--- src/rtl/frame_gen_multi.sv ---
// frame_gen_multi: framed test-traffic generator (head marker, payload, tail marker)
// with runtime payload mode/length, single-word error injection and ready/valid backpressure.
module frame_gen_multi #(
  parameter int DATA_W = 10,
  parameter int LEN_W = 16,
  parameter logic [DATA_W-1:0] MARK_WORD = DATA_W'(10'b1100110011),
  parameter int POLY_LENGTH = 9,
  parameter int POLY_TAP = 5,
  parameter int INV_PATTERN = 1,
  parameter logic [POLY_LENGTH-1:0] PRBS_SEED = '1
) (
  input  logic              clk,
  input  logic              rst,
  input  logic              i_send_enable,
  input  logic [1:0]        i_mode,
  input  logic [LEN_W-1:0]  i_payload_len,
  input  logic [DATA_W-1:0] i_fixed_word,
  input  logic              i_inject_err,
  input  logic              i_out_ready,
  output logic [DATA_W-1:0] o_data_out,
  output logic              o_data_valid,
  output logic              o_sof,
  output logic              o_eof,
  output logic              o_busy,
  output logic [15:0]       o_frame_cnt
);
  localparam logic [1:0] IDLE = 2'd0, HEAD = 2'd1, PAYLOAD = 2'd2, TAIL = 2'd3;
  logic [1:0] r_state, r_mode;
  logic [LEN_W-1:0] r_idx, r_len;
  logic [DATA_W-1:0] r_fixed, r_walk, w_prbs_raw, w_prbs, w_payload;
  logic [POLY_LENGTH-1:0] r_lfsr, w_lfsr_next;
  logic [15:0] r_cnt;
  logic r_err_pend, r_err_act;
  logic w_b, w_acc, w_last, w_start, w_load, w_pend;
  assign w_acc = (r_state != IDLE) & i_out_ready;
  assign w_last = r_idx == r_len - LEN_W'(1);
  assign w_start = i_send_enable & ((r_state == IDLE) | ((r_state == TAIL) & w_acc));
  // a new payload word is presented after a head accept or a non-final payload accept
  assign w_load = w_acc & ((r_state == HEAD) | ((r_state == PAYLOAD) & ~w_last));
  assign w_pend = r_err_pend | i_inject_err;
  always_comb begin
    w_lfsr_next = r_lfsr;
    w_prbs_raw = '0;
    w_b = 1'b0;
    for (int k = DATA_W - 1; k >= 0; k--) begin
      w_b = w_lfsr_next[POLY_LENGTH-1] ^ w_lfsr_next[POLY_TAP-1];
      w_prbs_raw[k] = w_b;
      w_lfsr_next = {w_lfsr_next[POLY_LENGTH-2:0], w_b};
    end
  end
  assign w_prbs = (INV_PATTERN != 0) ? ~w_prbs_raw : w_prbs_raw;
  assign w_payload = (r_mode == 2'd0) ? w_prbs :
                     (r_mode == 2'd1) ? DATA_W'(r_idx) :
                     (r_mode == 2'd2) ? r_fixed : r_walk;
  assign o_data_out = (r_state == PAYLOAD) ? (w_payload ^ {{(DATA_W-1){1'b0}}, r_err_act}) :
                      (r_state == IDLE) ? '0 : MARK_WORD;
  assign o_data_valid = r_state != IDLE;
  assign o_sof = r_state == HEAD;
  assign o_eof = r_state == TAIL;
  assign o_busy = r_state != IDLE;
  assign o_frame_cnt = r_cnt;
  always_ff @(posedge clk or posedge rst) begin
    if (rst) begin
      r_state <= IDLE;
      r_mode <= '0;
      r_len <= '0;
      r_idx <= '0;
      r_fixed <= '0;
      r_walk <= DATA_W'(1);
      r_lfsr <= PRBS_SEED;
      r_cnt <= '0;
      r_err_pend <= 1'b0;
      r_err_act <= 1'b0;
    end else begin
      if (w_start) begin
        r_state <= HEAD;
        r_mode <= i_mode;
        r_len <= (i_payload_len == '0) ? LEN_W'(1) : i_payload_len;
        r_fixed <= i_fixed_word;
        r_lfsr <= PRBS_SEED;
        r_idx <= '0;
        r_walk <= DATA_W'(1);
      end else if ((r_state == TAIL) & w_acc) begin
        r_state <= IDLE;
      end else if ((r_state == HEAD) & w_acc) begin
        r_state <= PAYLOAD;
      end else if ((r_state == PAYLOAD) & w_acc) begin
        r_lfsr <= w_lfsr_next;
        r_walk <= {r_walk[DATA_W-2:0], r_walk[DATA_W-1]};
        r_idx <= w_last ? '0 : r_idx + LEN_W'(1);
        r_state <= w_last ? TAIL : PAYLOAD;
      end
      if ((r_state == TAIL) & w_acc) r_cnt <= r_cnt + 16'd1;
      r_err_act <= w_load ? w_pend : (w_acc ? 1'b0 : r_err_act);
      r_err_pend <= w_load ? 1'b0 : w_pend;
    end
  end
endmodule

--- config.mk ---
export PLATFORM = sky130hd
export DESIGN_NAME = frame_gen_multi
export DESIGN_NICKNAME = d
export VERILOG_FILES = /design/src/rtl/frame_gen_multi.sv
export SDC_FILE = /design/constraint.sdc
export NUM_CORES = 1
export LEC_CHECK = 0
export BUFFER_PORTS_ARGS = -buffer_cell sky130_fd_sc_hd__clkbuf_2
export CAP_MARGIN = 30
export CORE_MARGIN = 3
export CORE_UTILIZATION = 55
export DETAILED_ROUTE_END_ITERATION = 16
export GPL_ROUTABILITY_DRIVEN = 0
export PLACE_DENSITY = 0.77
export SYNTH_ARGS = -nofsm -noshare
export SYNTH_HDL_FRONTEND = slang
export SYNTH_SLANG_ARGS = --single-unit
export TNS_END_PERCENT = 5
--- constraint.sdc ---
create_clock -name clk -period 3.8 [get_ports clk]
set_input_delay 1.14 -clock clk [delete_from_list [all_inputs] [get_ports clk]]
set_output_delay 1.14 -clock clk [all_outputs]
set_load 0.1 [all_outputs]
==> results.cfg, run 1 <==
[outcome]
status = completed

[sta]
worstMarginPinSlew_ns = 0.584
rsz0062_at_grt = no
slew_headroom = 0.611
finalCritPeriodShare = 0.952
setup_ws_ns = 0.182
slew_viol_final = 0
holdWs_ns = 0.489
skew_ns = 0.0146
max_freq_ghz = 0.276
fin_tns_setup_ns = 0
fin_crit_ns = 3.62
setup_viol = 0
final_hold_viol_count = 0

[worst_setup_path]
critPathKind = flip-flop to primary output
critPathMaxFanout = 15
endpoint_kind = primary output
cp.required_ns = 2.66
r2r.worst_path.cells = 8
startpoint_type = flip-flop
cp.arrival_ns = 2.48

[placed_design]
dp.cells = 616
placed_cell_area_sq_mm = 0.00504
place_worst_setup_slack_ns = 0.619
dp_hpwl_um = 8300
portBuffers = 62

[die]
die_area_sq_mm = 0.00962
core_area_sq_mm = 0.00797
die_w_um = 98.1
io_pins = 63
dieHeight_um = 98.1
start_util = 0.586
rows = 32

[final_layout]
nets = 561
area_growth_pct = 13.1
design_area_sq_mm = 0.00528
num-fill-cells = 652
fin_cells = 632
layout-drive-gt1-share = 0.232
antenna_cells = 0

[synth]
synth_flop_cell = dfrtp_1
synth_cells = 469
synthArstFlopShare = 1.00
synth_area_sq_mm = 0.00467
yosys.area_share.xor_xnor = 0.120
synth_compound_area_frac = 0.171
synth_fa_ha_area_frac = 0.00805
syn_area_per_cell_sq_um = 9.95
synth_top_family_by_area = simple AND/OR/NAND/NOR gates
syn-num-nets = 505
yosysTopAreaCellShare = 0.392
synth_simple_gate_area_share = 0.180
ys_warn_count = 0
synth-seq-area-share = 0.448
synth_cell_types = 66
synth_area_leaders = dfrtp_1 39%, xnor2_1 7.5%, dfstp_2 5.6%
ys_ff_latch = 83
synth_mux_area_frac = 0.0292
synth-edff-count = 0
synth_largest_area_cell = dfrtp_1

[route]
num_vias = 3882
wl_um = 11600
wire_per_inst_um = 18.4
viasPerCell = 6.14
dr.pass1.iters = 5
drtIter0Drc = 248
drc = 0
ant_nets = 0

[clock_network]
cts_buffer_depth = 2
numCtsBuffers = 9
cts.clk_slew.worst_paths_ns = 0.10
tritoncts = done
clock_latency_ns = 0.37
cts_resized = 0
numClockSinks = 83
cts_hold_buf = 0
post_cts_buffers = 0
h-tree-depth = 3
clock_tree.root_cell = clkbuf_8

[global_route]
track_usage = 0.250
grt_start_max_net_pins = 35
grt_pass1_wl_um = 19400
gr-total-overflow = 0
grt_antenna_before_repair = 0
grt_pass1_vias = 3810

[power_and_ir_drop]
p_per_area_mw_per_mm2 = 991
ir_drop_mv = 0.808
p_leak_nw = 2.32

[hold_path]
min_path_type = flip-flop to flip-flop
min_path_cells = 1

[job]
cap_violations = 0
-- path summary, 6_finish.rpt --
| check | startpoint | to | slack, ns |
|---|---|---|---|
| worst max register to register | r_len[0] | r_idx[1] | 0.90 |
| worst min-delay path | o_frame_cnt[15] | o_frame_cnt[15] | 0.49 |
| max in group asynchronous | rst | r_len[12] | 2.21 |
| worst min register to register | o_frame_cnt[15] | o_frame_cnt[15] | 0.49 |
| worst max-delay path | r_mode[0] | o_data_out[6] | 0.18 |
| min in group asynchronous | rst | o_frame_cnt[7] | 0.78 |
-- worst max-delay path, cell delays in order, from the launching register on --
cell      delay [ns]
dfrtp_1         0.72
nand2b_1        0.26
o22ai_1         0.10
a31oi_1         0.18
nor2_1          0.06
a211oi_1        0.28
clkbuf_2        0.51
-- per-stage QoR --
stage	util	power [mW]
after floorplan	-	3.90
after global placement	0.633	4.37
after detailed placement	0.633	4.45
after CTS	0.662	5.21
after global routing	0.662	5.51
final	0.662	5.23
-- cell families after synthesis --
kind of cell	count (synthesis)
mux	11
fa+ha+maj	3
compound gates	107
buf+inv	42
flops	83
simple gates	159
xor+xnor	64
-- report_power, final --
group	switching, mW	internal [mW]	total [mW]
Sequential	0.466	1.22	1.69
Clock	0.358	0.383	0.740
Combinational	1.94	0.866	2.80
-- layer usage --
layer / GRT usage / share of wire / vias up
met3: 0.0486 / 0.074 / 28
li1: - / - / 1805
met2: 0.392 / 0.47 / 159
met1: 0.343 / 0.43 / 1890
met4: 0.100 / 0.027 / 0
met5: 0 / 0 / -
-- state kept, by name, indices dropped and copies added (netlist names) --
| name | count |
|---|---|
| r_err_act | 1 |
| r_len | 16 |
| r_mode | 2 |
| r_idx | 16 |
| o_frame_cnt | 16 |
| r_err_pend | 1 |
| r_fixed | 10 |
| r_lfsr | 9 |
| r_walk | 10 |
| r_state | 2 |
-- cell type report --
type | instances | area [sq um] | area share
multi-input cells | 344 | 2380 | 0.451
flip-flops and latches | 83 | 2090 | 0.396
repair buffers | 73 | 393 | 0.0745
well taps | 102 | 128 | 0.0242
clock buffers | 9 | 124 | 0.0235
clock inverters | 7 | 106 | 0.0202
inverters | 14 | 53.8 | 0.0102
-- synthesized netlist by cell type (all sizes together), types with 6 or more instances --
library cell  instances
a211oi               21
a21oi                 8
a221oi                6
a22o                 17
buf                  14
clkbuf               14
dfrtp                73
dfstp                10
inv                  14
mux2i                 8
nand2                68
nand2b                6
nand3                17
nand4                10
nor2                 17
nor3                  9
nor4                  9
o21ai                21
xnor2                40
xor2                 24
-- layout by cell type (no fill, tap or decap), types with 16 or more instances in the layout --
| master | count |
|---|---|
| clkbuf_2 | 62 |
| dfrtp_1 | 73 |
| xor2_1 | 24 |
| a22o_1 | 16 |
| a211oi_1 | 20 |
| nand3_1 | 16 |
| nand2_1 | 68 |
| xnor2_1 | 40 |
| nor2_1 | 17 |
| o21ai_0 | 19 |
Note: power is estimated with default switching activity, not from simulation.
==> run 2: changes to the inputs <==
Settings changed: BUFFER_PORTS_ARGS -buffer_cell sky130_fd_sc_hd__clkbuf_2 to -buffer_cell sky130_fd_sc_hd__buf_4.
==> run 2 against run 1 <==
Compared with the run above:
- non-clock buffer count is 2 lower
- flip-flop and latch count is the same
- critical path type unchanged
- final cell count shrank 0.32%
- cell area rose by 2.1%
- register-to-register slack gained 0.06 ns
==> results.cfg, run 2 (synthesis results as in run 1) <==
[die]
start_util = 0.586
die_w_um = 98.1
rows = 32
core_area_sq_mm = 0.00797
die_area_sq_mm = 0.00962
io_pins = 63
dieHeight_um = 98.1

[placed_design]
placed_cell_area_sq_mm = 0.00520
dp.cells = 614
place_worst_setup_slack_ns = 0.760
dp_hpwl_um = 8130
portBuffers = 62

[final_layout]
nets = 559
antenna_cells = 0
layout-drive-gt1-share = 0.229
fin_cells = 630
final_cell_mix = 73 x dfrtp_1, 70 x buf_4, 68 x nand2_1
num-fill-cells = 624
area_growth_pct = 15.5
fin_util = 0.676
mostFrequentLayoutCell = dfrtp_1
design_area_sq_mm = 0.00539

[job]
cap_violations = 0

[sta]
skew_ns = 0.0150
fin_tns_setup_ns = 0
setup_ws_ns = 0.328
rsz0062_at_grt = no
slew_headroom = 0.552
worstMarginPinSlew_ns = 0.664
finalCritPeriodShare = 0.914
setup_viol = 0
slew_viol_final = 0
final_hold_viol_count = 0
max_freq_ghz = 0.288
fin_crit_ns = 3.47
holdWs_ns = 0.484

[power_and_ir_drop]
p_clk_frac = 0.123
p_per_area_mw_per_mm2 = 959
ir_drop_mv = 0.916
p_sw_frac = 0.531
seqPwrFrac = 0.327
power.switching_mw = 2.75
p_int_mw = 2.42
power.total_mw = 5.17
p_leak_nw = 2.33
power_frac_comb = 0.550

[clock_network]
post_cts_buffers = 0
cts.clk_slew.worst_paths_ns = 0.11
cts_buffer_depth = 2
h-tree-depth = 3
cts_resized = 0
tritoncts = done
numClockSinks = 83
numCtsBuffers = 9
clock_tree.root_cell = clkbuf_8
cts_hold_buf = 0
clock_latency_ns = 0.37

[global_route]
grt_pass1_wl_um = 19100
grt_antenna_before_repair = 0
gr-total-overflow = 0
grt_pass1_vias = 3733
track_usage = 0.245
grt_start_max_net_pins = 67

[route]
ant_nets = 0
viasPerCell = 6.09
dr.pass1.iters = 5
routed.top_layer = met4
wl_um = 11400
met2_length_um = 5470
wl_met3_um = 630
m1WireLength_um = 5080
num_vias = 3836
wire_per_inst_um = 18.0
drtIter0Drc = 237
drc = 0

[worst_setup_path]
cp.required_ns = 2.66
startpoint_type = flip-flop
critPathMaxFanout = 15
critPathKind = flip-flop to primary output
endpoint_kind = primary output
cp.arrival_ns = 2.33

[outcome]
status = completed

[hold_path]
min_path_type = flip-flop to flip-flop
run 2: cell count changes in the layout (fill, tap and decap cells not counted), moves of 2 or more:
cell / delta
inv_8: +2
buf_4: +59
clkinvlp_4: +2
clkbuf_2: -62
bufinv_16: -2
run 2: layer usage:
metal	vias to the layer above	GRT usage
li1	1791	-
met1	1892	0.347
met2	134	0.385
met3	19	0.0364
met4	0	0.0852
met5	-	0
run 2: final cells by class:
cell class | instances | area [sq um] | area share
clock buffers | 9 | 124 | 0.0230
well taps | 102 | 128 | 0.0237
flip-flops and latches | 83 | 2090 | 0.388
inverters | 14 | 53.8 | 0.00999
clock inverters | 7 | 66.3 | 0.0123
repair buffers | 71 | 546 | 0.101
multi-input cells | 344 | 2380 | 0.442
run 2: worst paths after layout:
kind	from	to	slack, ns	cells past startpoint
worst max-delay path	r_mode[0]	o_data_out[6]	0.33	6
worst min-delay path	o_frame_cnt[15]	o_frame_cnt[15]	0.48	1
worst max register to register	r_len[0]	r_idx[1]	0.96	8
worst min register to register	o_frame_cnt[15]	o_frame_cnt[15]	0.48	1
max in group asynchronous	rst	r_lfsr[3]	2.40	3
min in group asynchronous	rst	o_frame_cnt[3]	0.71	2
run 2: critical path: stages (launching register included):
cell	delay, ns
dfrtp_1	0.73
nand2b_1	0.29
o22ai_1	0.12
a31oi_1	0.20
nor2_1	0.06
a211oi_1	0.25
buf_4	0.33
run 2: power groups by stage:
| stage | clock network, mW | logic, mW | registers (mW) |
|---|---|---|---|
| 2_1_floorplan | 0 | 2.28 | 1.62 |
| 3_3_place_gp | 0 | 2.76 | 1.67 |
| 3_5_place_dp | 0 | 2.83 | 1.69 |
| 4_1_cts | 0.643 | 2.85 | 1.67 |
| 5_1_grt | 0.683 | 3.05 | 1.73 |
| 6_report | 0.634 | 2.84 | 1.69 |
==> run 3: changes to the inputs <==
Settings changed: ABC_AREA from default to 1, PLACE_DENSITY 0.77 to 0.76.
==> run 3 against run 2 <==
Compared with the run above:
- sequential power is 14% lower
- sequential share of layout area down 2.0 points
- non-clock buffer count down 5
- largest power group unchanged
- final cell count increased by 29%
- wire length rose by 2.3%
- die area increased by 5.5%
- fmax down 0.69%
==> results.cfg, run 3 <==
[clock_network]
post_cts_buffers = 0
clock_tree.root_cell = clkbuf_8
clock_latency_ns = 0.37
tritoncts = done
h-tree-depth = 3
cts_hold_buf = 0
cts_buffer_depth = 2
numClockSinks = 83
cts_resized = 0
numCtsBuffers = 9
cts.clk_slew.worst_paths_ns = 0.08

[sta]
setup_viol = 0
fin_tns_setup_ns = 0
max_freq_ghz = 0.286
rsz0062_at_grt = no
slew_viol_final = 0
worstMarginPinSlew_ns = 0.636
finalCritPeriodShare = 0.920
skew_ns = 0.00768
slew_headroom = 0.575
fin_crit_ns = 3.50
final_hold_viol_count = 0

[final_layout]
final_cell_mix = 174 x nand2_1, 78 x inv_1, 73 x dfrtp_1
nets = 740
num-fill-cells = 717
antenna_cells = 0
regArea_sq_mm = 0.00209
area_growth_pct = 15.0
mostFrequentLayoutCell = nand2_1
fin_util = 0.671
layout-drive-gt1-share = 0.171
multi_input_area_sq_mm = 0.00242

[die]
die_area_sq_mm = 0.0102
rows = 33
dieHeight_um = 101
core_area_sq_mm = 0.00846
die_w_um = 101
start_util = 0.584
io_pins = 63

[synth]
synth_common_cells = 174 x nand2_1, 79 x inv_1, 73 x dfrtp_1, 59 x nor2_1, 50 x o21ai_0
synth_area_leaders = dfrtp_1 37%, nand2_1 13%, inv_1 6.0%
synth_cell_types = 42
yosysTopAreaCellShare = 0.370
syn_area_per_cell_sq_um = 7.62
syn-num-nets = 684
ys_warn_count = 0
synth_cells = 648
synth-edff-count = 0
synth_most_common_cell = nand2_1
synth_area_sq_mm = 0.00494
ys_ff_latch = 83
synth_flop_cell = dfrtp_1
synth-seq-area-share = 0.423
synthArstFlopShare = 1.00
synth_largest_area_cell = dfrtp_1

[hold_path]
min_path_type = flip-flop to flip-flop
min_from = o_frame_cnt[15]
min_path_cells = 1
holdPathEnd = o_frame_cnt[15]

[worst_setup_path]
r2r.worst_path.cells = 8
r2r-start = r_state[1]
cpMostUsedCell = nand2_1
max_stage_delay_ns = 0.46
r2r-end = r_idx[9]
slowest_stage = dfrtp_1
critPathMaxFanout = 14
endpoint_kind = primary output
cp.required_ns = 2.66
cp.arrival_ns = 2.36
cp_cell_sequence = inv_1 > nor2_2 > inv_1 > nand2_1 > o211ai_1 > o211ai_1 > o21ai_0 > nand2_1 > nand2_1 > o21ai_1 > buf_4
startpoint_type = flip-flop
critPathKind = flip-flop to primary output
r2r_setup_slack_ns = 1.47

[global_route]
grt_pass1_vias = 4206
grt_antenna_before_repair = 0
grt_start_max_net_pins = 49
track_usage = 0.244
grt_pass1_wl_um = 19900
gr-total-overflow = 0

[route]
drc = 0
drtIter0Drc = 242
ant_nets = 0
wl_um = 11600
viasPerCell = 5.41
dr.pass1.iters = 5
wire_per_inst_um = 14.3
num_vias = 4402

[power_and_ir_drop]
ir_drop_mv = 1.47
p_leak_nw = 2.86
p_per_area_mw_per_mm2 = 887

[job]
cap_violations = 0

[placed_design]
portBuffers = 62
dp_hpwl_um = 8700

[outcome]
status = completed
-- run 3: how the worst max path moves through the flow --
stage / from / to
global route: r_mode[1] / o_data_out[0]
detailed placement: r_mode[1] / o_data_out[0]
global placement: r_mode[1] / o_data_out[0]
floorplan: r_mode[0] / o_data_out[1]
CTS: r_mode[1] / o_data_out[0]
finish: r_mode[1] / o_data_out[0]
-- run 3: layout make-up --
type                       count  share of cell area
sequential                    83               0.368
tap                          105              0.0231
clock buffer                  10              0.0225
timing repair buffer          66              0.0894
multi-input combinational    460               0.426
clock inverter                 6              0.0159
inverter                      84              0.0557
-- run 3: per-layer routing --
layer	track usage	vias up	part of all wire
li1	-	2193	-
met1	0.329	2066	0.45
met2	0.401	125	0.48
met3	0.0436	18	0.052
met4	0.0767	0	0.018
met5	0	-	0
-- run 3: logic make-up after synthesis --
kind of cell,after synthesis,share of synthesized area
adders and majority gates,3,0.00760
buffers and inverters,105,0.0884
xor gates and xnor gates,46,0.0816
AOI/OAI and AO/OA,100,0.113
DFF,83,0.423
and+or+nand+nor,311,0.286
-- run 3: report_power, final --
part | total (mW) | internal [mW] | switching, mW | leakage, nW
logic | 2.87 | 0.736 | 2.13 | 1.70
registers | 1.46 | 1.18 | 0.280 | 1.05
clock network | 0.709 | 0.373 | 0.336 | 0.107
total | 5.04 | 2.29 | 2.75 | 2.86
-- run 3: metrics by stage --
step	worst slack, ns	total power [mW]	hold slack (ns)	instances	instance area (sq um)
final	0.304	5.04	0.484	814	5680
after global routing	0.0695	5.39	0.509	814	5680
after CTS	0.293	5.03	0.495	814	5680
after detailed placement	0.715	4.31	0.473	798	5470
after global placement	0.779	4.26	0.461	798	5470
after floorplan	-0.597	3.75	0.448	648	4950
-- run 3: worst max-delay path: cells and delay by family (launching register included) --
family	cells	cell delay, ns
AND/OR/NAND/NOR	4	0.45
AO/OA/AOI/OAI	4	0.45
buffers and inverters	3	0.64
flip-flops	1	0.46
